[config.mk]
export PLATFORM = sky130hd
export DESIGN_NAME = store_buffer_flat
export DESIGN_NICKNAME = d
export VERILOG_FILES = /design/src/rtl/store_buffer_if.sv /design/src/rtl/store_buffer.sv /design/src/flat_wrapper.sv
export SDC_FILE = /design/constraint.sdc
export NUM_CORES = 1
export LEC_CHECK = 0
export BUFFER_PORTS_ARGS = -buffer_cell sky130_fd_sc_hd__buf_4
export CAP_MARGIN = 5
export CELL_PAD_IN_SITES_DETAIL_PLACEMENT = 0
export CELL_PAD_IN_SITES_GLOBAL_PLACEMENT = 1
export CORE_ASPECT_RATIO = 1.1
export CORE_MARGIN = 2
export CORE_UTILIZATION = 47
export CTS_BUF_LIST = sky130_fd_sc_hd__clkbuf_8
export CTS_CLUSTER_SIZE = 14
export DETAILED_ROUTE_END_ITERATION = 10
export PLACE_DENSITY = 0.84
export SYNTH_ARGS = -nofsm -noshare
export SYNTH_HDL_FRONTEND = slang
export SYNTH_SLANG_ARGS = --single-unit
[constraint.sdc]
create_clock -name clk -period 2.9 [get_ports clk]
set_input_delay 0.58 -clock clk [delete_from_list [all_inputs] [get_ports clk]]
set_output_delay 0.58 -clock clk [all_outputs]
set_load 0.05 [all_outputs]
[src/rtl/store_buffer_if.sv]
// Request/port bundle between the MEM stage, the store buffer and the data memory.
// The pipeline side drives req_*; the buffer drives stall, the memory port and the fill status.
interface store_buffer_if #(
    parameter int AW    = 32,
    parameter int DEPTH = 4
) ();
    logic                     req_valid;
    logic                     req_write;
    logic [AW-1:0]            req_addr;
    logic [31:0]              req_wdata;
    logic [2:0]               req_funct3;

    logic                     stall;
    logic                     mem_write;
    logic [AW-1:0]            mem_addr;
    logic [31:0]              mem_wdata;
    logic [2:0]               mem_funct3;
    logic                     sb_empty;
    logic [$clog2(DEPTH):0]   sb_count;

    modport master (
        output req_valid, req_write, req_addr, req_wdata, req_funct3,
        input  stall, mem_write, mem_addr, mem_wdata, mem_funct3, sb_empty, sb_count
    );

    modport slave (
        input  req_valid, req_write, req_addr, req_wdata, req_funct3,
        output stall, mem_write, mem_addr, mem_wdata, mem_funct3, sb_empty, sb_count
    );
endinterface

[src/rtl/store_buffer.sv]
// Posted-store FIFO in front of a single-port data memory: loads take the port first,
// buffered stores drain in free cycles, and a load touching a buffered word stalls until it drains.
module store_buffer #(
    parameter int DEPTH = 4,
    parameter int AW    = 32
) (
    input  logic         clk,
    input  logic         reset,
    store_buffer_if.slave bus
);
    localparam int             PW         = $clog2(DEPTH);
    localparam logic [PW:0]    FULL_COUNT = (PW+1)'(DEPTH);

    typedef struct packed {
        logic [AW-1:0] addr;
        logic [31:0]   wdata;
        logic [2:0]    funct3;
    } entry_t;

    entry_t            entries [DEPTH];
    logic [DEPTH-1:0]  valid;
    logic [PW-1:0]     head;
    logic [PW-1:0]     tail;
    logic [PW:0]       count;

    logic full;
    logic load_hit;
    logic load_go;
    logic drain;
    logic enqueue;

    assign full = (count == FULL_COUNT);

    // Word-granular match against every live entry; deliberately ignores byte lanes.
    always_comb begin
        // NOTE: every always_comb output gets a default first, so no path can infer a latch.
        load_hit = 1'b0;
        for (int i = 0; i < DEPTH; i++) begin
            if (valid[i] && (entries[i].addr[AW-1:2] == bus.req_addr[AW-1:2])) begin
                load_hit = 1'b1;
            end
        end
        load_hit = load_hit & bus.req_valid & ~bus.req_write;
    end

    assign load_go   = bus.req_valid & ~bus.req_write & ~load_hit;
    assign drain     = ~load_go & (count != '0);
    assign enqueue   = bus.req_valid & bus.req_write & (~full | drain);
    assign bus.stall = load_hit | (bus.req_valid & bus.req_write & full & ~drain);

    // Idle and hazard-free loads both present the request address; only a drain overrides it.
    always_comb begin
        bus.mem_write  = 1'b0;
        bus.mem_addr   = bus.req_addr;
        bus.mem_wdata  = '0;
        bus.mem_funct3 = bus.req_funct3;
        if (drain) begin
            bus.mem_write  = 1'b1;
            bus.mem_addr   = entries[head].addr;
            bus.mem_wdata  = entries[head].wdata;
            bus.mem_funct3 = entries[head].funct3;
        end
    end

    // When full, a drain and an enqueue hit the same slot; the enqueue's valid set must win.
    always_ff @(posedge clk) begin
        // NOTE: sequential state uses non-blocking assignments so every register samples pre-edge values.
        if (reset) begin
            head  <= '0;
            tail  <= '0;
            count <= '0;
            valid <= '0;
        end else begin
            if (drain) begin
                valid[head] <= 1'b0;
                head        <= head + 1'b1;
            end
            if (enqueue) begin
                valid[tail] <= 1'b1;
                tail        <= tail + 1'b1;
            end
            case ({enqueue, drain})
                2'b10:   count <= count + 1'b1;
                2'b01:   count <= count - 1'b1;
                default: count <= count;
            endcase
        end
    end

    // NOTE: the entry payload is not reset; the valid bits alone decide whether a slot is live.
    always_ff @(posedge clk) begin
        if (enqueue) begin
            entries[tail] <= '{addr: bus.req_addr, wdata: bus.req_wdata, funct3: bus.req_funct3};
        end
    end

    assign bus.sb_empty = (count == '0);
    assign bus.sb_count = count;
endmodule

[src/flat_wrapper.sv]
// flat-port wrapper written by rule: the top's interface ports become plain ports
module store_buffer_flat 
#(
    parameter int DEPTH = 4,
    parameter int AW    = 32
)
  (clk, reset, bus_req_valid, bus_req_write, bus_req_addr, bus_req_wdata, bus_req_funct3, bus_stall, bus_mem_write, bus_mem_addr, bus_mem_wdata, bus_mem_funct3, bus_sb_empty, bus_sb_count);
  store_buffer_if #(.AW(AW), .DEPTH(DEPTH)) bus_i ();
  input  logic clk;
  input  logic reset;
  input wire logic [$bits(bus_i.req_valid)-1:0] bus_req_valid;
  input wire logic [$bits(bus_i.req_write)-1:0] bus_req_write;
  input wire logic [$bits(bus_i.req_addr)-1:0] bus_req_addr;
  input wire logic [$bits(bus_i.req_wdata)-1:0] bus_req_wdata;
  input wire logic [$bits(bus_i.req_funct3)-1:0] bus_req_funct3;
  output wire logic [$bits(bus_i.stall)-1:0] bus_stall;
  output wire logic [$bits(bus_i.mem_write)-1:0] bus_mem_write;
  output wire logic [$bits(bus_i.mem_addr)-1:0] bus_mem_addr;
  output wire logic [$bits(bus_i.mem_wdata)-1:0] bus_mem_wdata;
  output wire logic [$bits(bus_i.mem_funct3)-1:0] bus_mem_funct3;
  output wire logic [$bits(bus_i.sb_empty)-1:0] bus_sb_empty;
  output wire logic [$bits(bus_i.sb_count)-1:0] bus_sb_count;
  assign bus_i.req_valid = bus_req_valid;
  assign bus_i.req_write = bus_req_write;
  assign bus_i.req_addr = bus_req_addr;
  assign bus_i.req_wdata = bus_req_wdata;
  assign bus_i.req_funct3 = bus_req_funct3;
  assign bus_stall = bus_i.stall;
  assign bus_mem_write = bus_i.mem_write;
  assign bus_mem_addr = bus_i.mem_addr;
  assign bus_mem_wdata = bus_i.mem_wdata;
  assign bus_mem_funct3 = bus_i.mem_funct3;
  assign bus_sb_empty = bus_i.sb_empty;
  assign bus_sb_count = bus_i.sb_count;
  store_buffer #(.DEPTH(DEPTH), .AW(AW)) u_core (.clk(clk), .reset(reset), .bus(bus_i));
endmodule
; After elaboration in Yosys (flattened, before gate mapping)
; Memories as Yosys holds them, arrays and structs flattened. A register that Yosys moved wholly into a read port is not among the register bits.
; Index checks and enable logic that the tools add are counted.
[word_totals]
regBits = 11
ram_bits = 268
in_bits = 71
word_cells = 68
mem_count = 1
[classes]
add_sub_neg = 4
order_cmp = 4
n_eq_ne = 7
mux = 20
n_bitwise = 19
n_reduce_logical = 9
[mem_list]
columns = memory, depth, word_bits, read_ports, rd_clocked_by_memory_dff, wr, line
row1 = u_core.entries, 4, 67, 5, 1, 1, store_buffer.sv:20  ; entry_t entries [DEPTH];
[op_table]
columns = op, count
row1 = equality test 30 bit, 4
row2 = 2-to-1 mux 32 bit, 2
row3 = 2-to-1 mux 4 bit, 3
row4 = bitwise AND 1 bit, 9
row5 = 2-to-1 mux 1 bit, 9
row6 = logical AND 1 bit, 6
row7 = "less-than comparator 2 x 3 -> 1 bit, second input constant", 2
row8 = one-hot mux 3 bit (2 select lines), 1
row9 = inverter 1 bit, 5
row10 = "adder 2 x 1 -> 2 bit, second input constant", 2
row11 = bitwise AND 4 bit, 1
row12 = demux 1 bit (select 2 bit), 2
row13 = ">= comparator 2 x 1 -> 1 bit, second input constant", 2
row14 = 2-to-1 mux 2 bit, 2
row15 = inverter 4 bit, 1
row16 = bitwise OR 4 bit, 1
row17 = "adder 3 x 1 -> 3 bit, second input constant", 1
row18 = "equality test 3 bit, second input constant", 1
row19 = zero test 3 bit, 1
row20 = 2-to-1 mux 3 bit, 1
row21 = nonzero test 3 bit, 1
row22 = "subtractor 3 x 1 -> 3 bit, second input constant", 1
row23 = "equality test 2 x 1 -> 1 bit, second input constant", 1
row24 = "equality test 2 bit, second input constant", 1
row25 = 2 further kinds, 3

; Depth between registers and ports, before layout
; Gate-level depths: netlist of the first run.
[depth]
ltp_word = 16
depth_mapped = 15

; Worst setup path before layout of the first run
; OpenSTA, ideal clock, no wires.
[synth_path]
kind = input-to-output
from = in bus_req_addr[15]
to = out bus_stall
t_arrival_ns = 2.662
t_required_ns = 2.320
setup_slack_ns = -0.342
path_stages = 6
cell_sequence = buf_4 > xnor2_1 > nand4_1 > nor4_2 > a22oi_2 > a211oi_1
[synth_via]
elab_chain_len = 15
elab_cells_between_ends = 21
cone_classes = 4 x eq/ne / 4 x mux / 9 x bitwise / 4 x reduce/logical
[synth_rtl]
columns = item, line
row1 = "start, declared", flat_wrapper.sv:13  ; input wire logic [$bits(bus_i.req_addr)-1:0] bus_req_addr;
row2 = equality test 30 bit, store_buffer.sv:39  ; if (valid[i] && (entries[i].addr[AW-1:2] == bus.req_addr[AW-1:2])) begin
row3 = logical AND 1 bit, store_buffer.sv:39
row4 = 2-to-1 mux 1 bit (3 in a row), store_buffer.sv:39
row5 = 2-to-1 mux 1 bit (*), store_buffer.sv:39
row6 = bitwise AND 1 bit (*) (2 in a row), store_buffer.sv:43  ; load_hit = load_hit & bus.req_valid & ~bus.req_write;
row7 = inverter 1 bit, store_buffer.sv:46  ; assign load_go = bus.req_valid & ~bus.req_write & ~load_hit;
row8 = bitwise AND 1 bit, store_buffer.sv:46
row9 = inverter 1 bit, store_buffer.sv:47  ; assign drain = ~load_go & (count != '0);
row10 = bitwise AND 1 bit, store_buffer.sv:47
row11 = inverter 1 bit, store_buffer.sv:49  ; assign bus.stall = load_hit | (bus.req_valid & bus.req_write & full & ~drain);
row12 = bitwise AND 1 bit, store_buffer.sv:49
row13 = bitwise OR 1 bit (*), store_buffer.sv:49
row14 = "end, declared", flat_wrapper.sv:16  ; output wire logic [$bits(bus_i.stall)-1:0] bus_stall;
; Every way passes the cells marked *; elsewhere a longest branch is shown, timed or not.

==> flow_summary.yaml, run 1 <==
synth:
  synth_area_sq_um: 12700
  yosysSeqAreaShare_pct: 65.4
  avgSynthCellArea_sq_um: 18.2
  synth_area_leaders: "edfxtp_1 63%, mux4_2 12%, xnor2_1 8.3%"
  async_flop_share_pct: 0
  ys_types: 38
  synth_ff_type: "edfxtp_1"
  yosys_warnings: 0
  synth_edf_count: 268
  synth_top_area_share_pct: 63.3
  synth_cells: 699
  yosys.area.top_type: "edfxtp_1"
  syn_nets: 779
  yosys_register_bits: 281
timing:
  setup_ws_ns: -0.646
  max_clock_freq_mhz: 282
  timing.final.max_slew_violations: 0
  min_period_ns: 3.55
  slew_headroom_pct: 64.2
  setup_viol: 70
  worstMarginPinSlew_ns: 0.532
  rsz0062_at_grt: "yes"
  period_share_pct: 122
  fin_skew_ns: 0.0271
  setup-tns-final_ns: -36.30
  hold_viol: 0
clock_tree:
  ctsHtreeMaxLevel: 2
  path_clk_slew_ns: 0.06
  cts_tree: "yes"
  clockBufferDepth: 3
  root_buffer: "clkbuf_8"
  clk_latency_ns: 0.55
  cts_buffers: 46
  cts-hold-fix-buffers: 0
  cts_sinks: 281
final_layout:
  utilization_pct: 60.9
  final_common_cell: "edfxtp_1"
  final_cell_mix: "268 x edfxtp_1, 143 x buf_4, 104 x xnor2_1, 67 x mux4_2, 54 x clkbuf_8"
  final_nets: 1002
  area_growth_pct: 28.3
  final_cells: 1312
  layout-drive-gt1-share_pct: 47.7
grt:
  grt_pass1_wl_mm: 44.1
  grt_pass1_vias: 7492
  grtUsageTotal_pct: 20.8
  grt_max_degree: 41
  grt-ovfl-total: 0
  grt_antenna_before_repair: 1
detailed_routing:
  wl_per_cell_um: 22.3
  routed_wl_mm: 29.3
  via_count: 7096
  antenna_left: 0
  viasPerCell: 5.41
  remaining_drc_errors: 0
  first_iter_violations: 408
  drt_pass1_iterations: 4
critical_path:
  end_kind: "output port"
  critPathArrivalTime_ns: 2.97
  rrSetupSlack_ns: -0.23
  cp.depth: 11
  required_ns: 2.32
  slowest_stage: "edfxtp_1"
  worst-path-buf-inv: 4
  cpPeakStageDelay_ns: 0.43
  path_cells: "xnor2_2 -> buf_4 -> nand4_1 -> nor4_2 -> a22oi_2 -> nand4b_4 -> and2_4 -> buf_12 -> buf_8 -> mux2_4 -> buf_6"
  crit_type: "reg2out"
  crit_family: "simple AND/OR/NAND/NOR gates"
  critPathLaunchType: "register"
  critPathMaxFanout: 5
  r2r_cells: 16
floorplanning:
  rows: 63
  pin_count: 144
  start_util_pct: 47.4
  core_sq_um: 26800
  dieWidth_um: 161
  dieArea_sq_um: 28400
  fp.dieH_um: 176
status:
  status: "finished with violations"
  violations: "negative setup slack"
worst_hold_path:
  min_path_type: "in2reg"
  holdPathStages: 1
pwr:
  vdd_drop_max_mv: 0.782
  power_leakage_nw: 5.76
  power_density_nw_per_um2: 891
placed_design:
  gp_congestion: 0.833
  pre_cts_ws_ns: -0.639
  portBuffers: 143
  place.detailed.hpwl_mm: 18.9
  dp_cells: 1219
flow_run:
  maxCapViolCount: 0
worst reg2reg max path: stages, from the launching register on:
cell and delay, ns:
edfxtp_1 0.43, xnor2_2 0.14, buf_4 0.15, nand4_1 0.17
nor4_2 0.32, a22oi_2 0.17, nand4b_4 0.12, and2_4 0.20
buf_12 0.13, buf_4 0.11, buf_6 0.09, nand2b_4 0.05
fa_2 0.36, nand3_2 0.07, o21ai_1 0.06, a21oi_1 0.13
mux2_1 0.33
report_power, final:
group          total, mW  leakage, nW  internal [mW]  switching (mW)
clock network       3.26        0.498           1.77            1.49
logic               6.55         2.72           3.01            3.54
registers           4.73         2.54           4.59           0.138
total               14.5         5.76           9.37            5.17
sequential cells by signal (all words and copies together) (netlist names), named ones only:
signal,count
u_core.entries,268
u_core.bus.sb_count,3
u_core.valid,4
u_core.tail,2
u_core.head,2
cell type report:
cell class	instances	area (sq um)
Fill cell	1957	10500
Timing Repair Buffer	233	2340
Tap cell	357	447
Antenna cell	1	2.50
Inverter	13	48.8
Clock buffer	54	743
Multi-Input combinational cell	347	4280
Sequential cell	281	8310
Clock inverter	26	130
stage by stage:
stage	instance area [sq um]	total power, mW	hold WS [ns]
6_report	16300	14.5	0.230
5_1_grt	16300	15.1	0.187
4_1_cts	16300	14.7	0.189
3_5_place_dp	14700	10.4	0.516
3_3_place_gp	14700	10.4	0.503
2_1_floorplan	12900	8.96	0.486
cells by family after synthesis:
| logic type | after synthesis | share of synthesized area, % |
|---|---|---|
| buffers and inverters | 71 | 3.49 |
| AOI/OAI and AO/OA | 22 | 1.16 |
| adders and majority gates | 9 | 0.945 |
| and+or+nand+nor | 91 | 4.64 |
| DFF | 281 | 65.4 |
| xor gates and xnor gates | 121 | 8.34 |
| muxes | 104 | 16.1 |
synth_stat cells (2+ instances only):
library cell,n
inv_1,12
buf_12,3
nor4_1,3
nand4_1,30
ha_1,8
buf_4,29
mux2_4,31
xnor2_1,121
dfxtp_1,13
mux2_1,5
o21ai_0,7
buf_6,2
nor2_1,3
nand3_1,5
edfxtp_1,268
nand2_1,6
a22oi_2,2
a21oi_1,2
or3_1,2
mux4_2,67
and2_1,2
clkbuf_1,18
o21ai_1,3
nor4_2,5
buf_2,4
a31oi_1,4
buf_1,2
and3_1,32
repair_timing:
item	4_1_cts	5_1_grt
gates cloned	4	0
resized for setup	135	10
setup buffers	8	3
setup endpoints to repair	70	71
pin swaps	12	7
path summary, 6_finish.rpt:
kind,startpoint,end
min,bus_req_wdata[7],u_core.entries[2][10]
max reg2reg,u_core.entries[0][38],u_core.bus.sb_count[2]
min reg2reg,u_core.head[0],u_core.head[0]
max,u_core.entries[0][38],bus_mem_addr[2]
per-layer routing:
| metal | wire (um) | up-vias | track usage (%) |
|---|---|---|---|
| li1 | - | 3183 | - |
| met3 | 2110 | 65 | 5.61 |
| met5 | 0 | - | 0 |
| met4 | 1060 | 0 | 7.85 |
| met2 | 14400 | 246 | 34.5 |
| met1 | 11700 | 3602 | 26.4 |
Power figures use the tool's default switching activity.
==> run 2, diff against run 1 <==
CORE_ASPECT_RATIO = 0.9   (was 1.1)
clock period = 3.05 ns   (was 2.9 ns; I/O delays follow)
==> run 2 against run 1 <==
Compared with the run above: the flow still finishes with violations (negative setup slack); critical endpoint is now bus_mem_addr[17]; via count shrank 0.65%; largest power group unchanged; critical path depth down 2; highest routed layer unchanged; core utilization is 1.9 points lower.
==> flow_summary.yaml, run 2 (synthesis gave the netlist of run 1 again) <==
final_layout:
  final_cells: 1309
  final_cell_mix: "268 x edfxtp_1, 180 x buf_4, 102 x xnor2_1, 67 x mux4_2, 45 x clkbuf_8"
  area_growth_pct: 24.3
  largest_reg_flops: 268
  layout-drive-gt1-share_pct: 44.7
  utilization_pct: 58.9
  final_nets: 998
  final_common_cell: "edfxtp_1"
  post-route-cell-area_sq_um: 15800
  regMostFlops: "u_core.entries"
critical_path:
  critPathMaxFanout: 19
  end_kind: "output port"
  timing.rr.start: "u_core.entries[3][66]"
  cpPeakStageDelay_ns: 0.43
  startpoint: "u_core.entries[3][66]"
  rrSetupSlack_ns: -0.03
  required_ns: 2.44
  path_cells: "xnor2_2 -> nand4_1 -> nor4_4 -> a22oi_2 -> nand4b_4 -> and2_4 -> buf_12 -> mux2_4 -> buf_6"
  critPathLaunchType: "register"
  critPathArrivalTime_ns: 2.96
  crit_type: "reg2out"
  slowest_stage: "edfxtp_1"
grt:
  grt-ovfl-total: 0
  grt_max_degree: 69
  grt_antenna_before_repair: 1
  grtUsageTotal_pct: 20.3
  grt_pass1_wl_mm: 43.3
  grt_pass1_vias: 7335
floorplanning:
  core_sq_um: 26800
  fp.dieH_um: 160
  rows: 57
  start_util_pct: 47.4
  dieArea_sq_um: 28400
  dieWidth_um: 177
  pin_count: 144
placed_design:
  place.detailed.hpwl_mm: 18.8
  gp_congestion: 0.808
  place_area_sq_um: 14600
  dp_cells: 1216
  portBuffers: 143
timing:
  setup_viol: 70
  max_clock_freq_mhz: 280
  worstMarginPinSlew_ns: 0.590
  setup_ws_ns: -0.522
  fin_skew_ns: 0.0317
  slew_headroom_pct: 60.7
  timing.final.max_slew_violations: 0
  min_period_ns: 3.57
  hold_viol: 0
  period_share_pct: 117
  rsz0062_at_grt: "yes"
worst_hold_path:
  min-delay-start: "bus_req_wdata[14]"
  min_path_type: "in2reg"
pwr:
  vdd_drop_max_mv: 0.856
  power_leakage_nw: 5.63
  power_density_nw_per_um2: 833
clock_tree:
  cts_tree: "yes"
  clk_latency_ns: 0.57
  ctsHtreeMaxLevel: 2
  clockBufferDepth: 3
  path_clk_slew_ns: 0.07
  root_buffer: "clkbuf_8"
  cts_sinks: 281
  cts_buffers: 45
detailed_routing:
  first_iter_violations: 493
  routed_wl_mm: 28.8
  wl_per_cell_um: 22.0
  viasPerCell: 5.39
  remaining_drc_errors: 0
  via_count: 7050
  drt_pass1_iterations: 5
  antenna_left: 0
status:
  violations: "negative setup slack"
  status: "finished with violations"
flow_run:
  maxCapViolCount: 0
run 2: cell types whose count changed in the layout (fill, tap and decap cells not counted), sizes merged:
cell      change
clkinvlp      +1
inv           +5
clkbuf        -9
buf           -2
clkinv        +6
bufbuf        -1
run 2: final cells by class:
class | instances | area, sq um
Fill cell | 2077 | 11000
Tap cell | 354 | 443
Antenna cell | 1 | 2.50
Clock buffer | 45 | 619
Inverter | 13 | 48.8
Clock inverter | 38 | 188
Timing Repair Buffer | 230 | 2020
Sequential cell | 281 | 8320
Multi-Input combinational cell | 347 | 4170
run 2: timing repair:
action,4_1_cts,5_1_grt
buffers inserted,6,4
setup endpoints to repair,70,70
hold buffers,0,0
pin swaps,11,4
gates resized for setup,54,14
run 2: path summary, 6_finish.rpt:
check                      endpoint  cells after the start
max                bus_mem_addr[17]                      9
min           u_core.entries[0][17]                      1
max reg2reg  u_core.bus.sb_count[2]                     14
min reg2reg  u_core.bus.sb_count[2]                      2
run 2: per-layer routing:
layer,global-route usage [%],vias to the layer above,share of wire (%)
li1,-,3180,-
met5,0,-,0
met1,28.9,3543,43
met3,4.98,66,7.1
met2,30.8,261,47
met4,7.49,0,3.3
run 2: report_power, final:
group	internal [mW]	leakage, nW	switching, mW
combinational	2.48	2.62	3.27
clock	1.47	0.466	1.46
sequential	4.36	2.54	0.116
run 2: stage by stage:
step	worst slack, ns	TNS [ns]	hold slack [ns]	power, mW
2_1_floorplan	-0.0414	-0.0414	0.486	8.52
3_3_place_gp	-0.595	-36.65	0.507	9.91
3_5_place_dp	-0.663	-38.87	0.530	9.95
4_1_cts	-0.539	-30.05	0.215	13.2
5_1_grt	-0.635	-38.55	0.210	13.7
6_report	-0.522	-30.29	0.234	13.2
run 2: worst max-delay path, delay by kind of cell, from the launching register on:
kind,cells,cell delay [ns]
flip-flops,1,0.43
AO/OA/AOI/OAI,1,0.14
buffers and inverters,2,0.36
AND/OR/NAND/NOR,4,0.90
XOR/XNOR,1,0.23
multiplexers,1,0.32
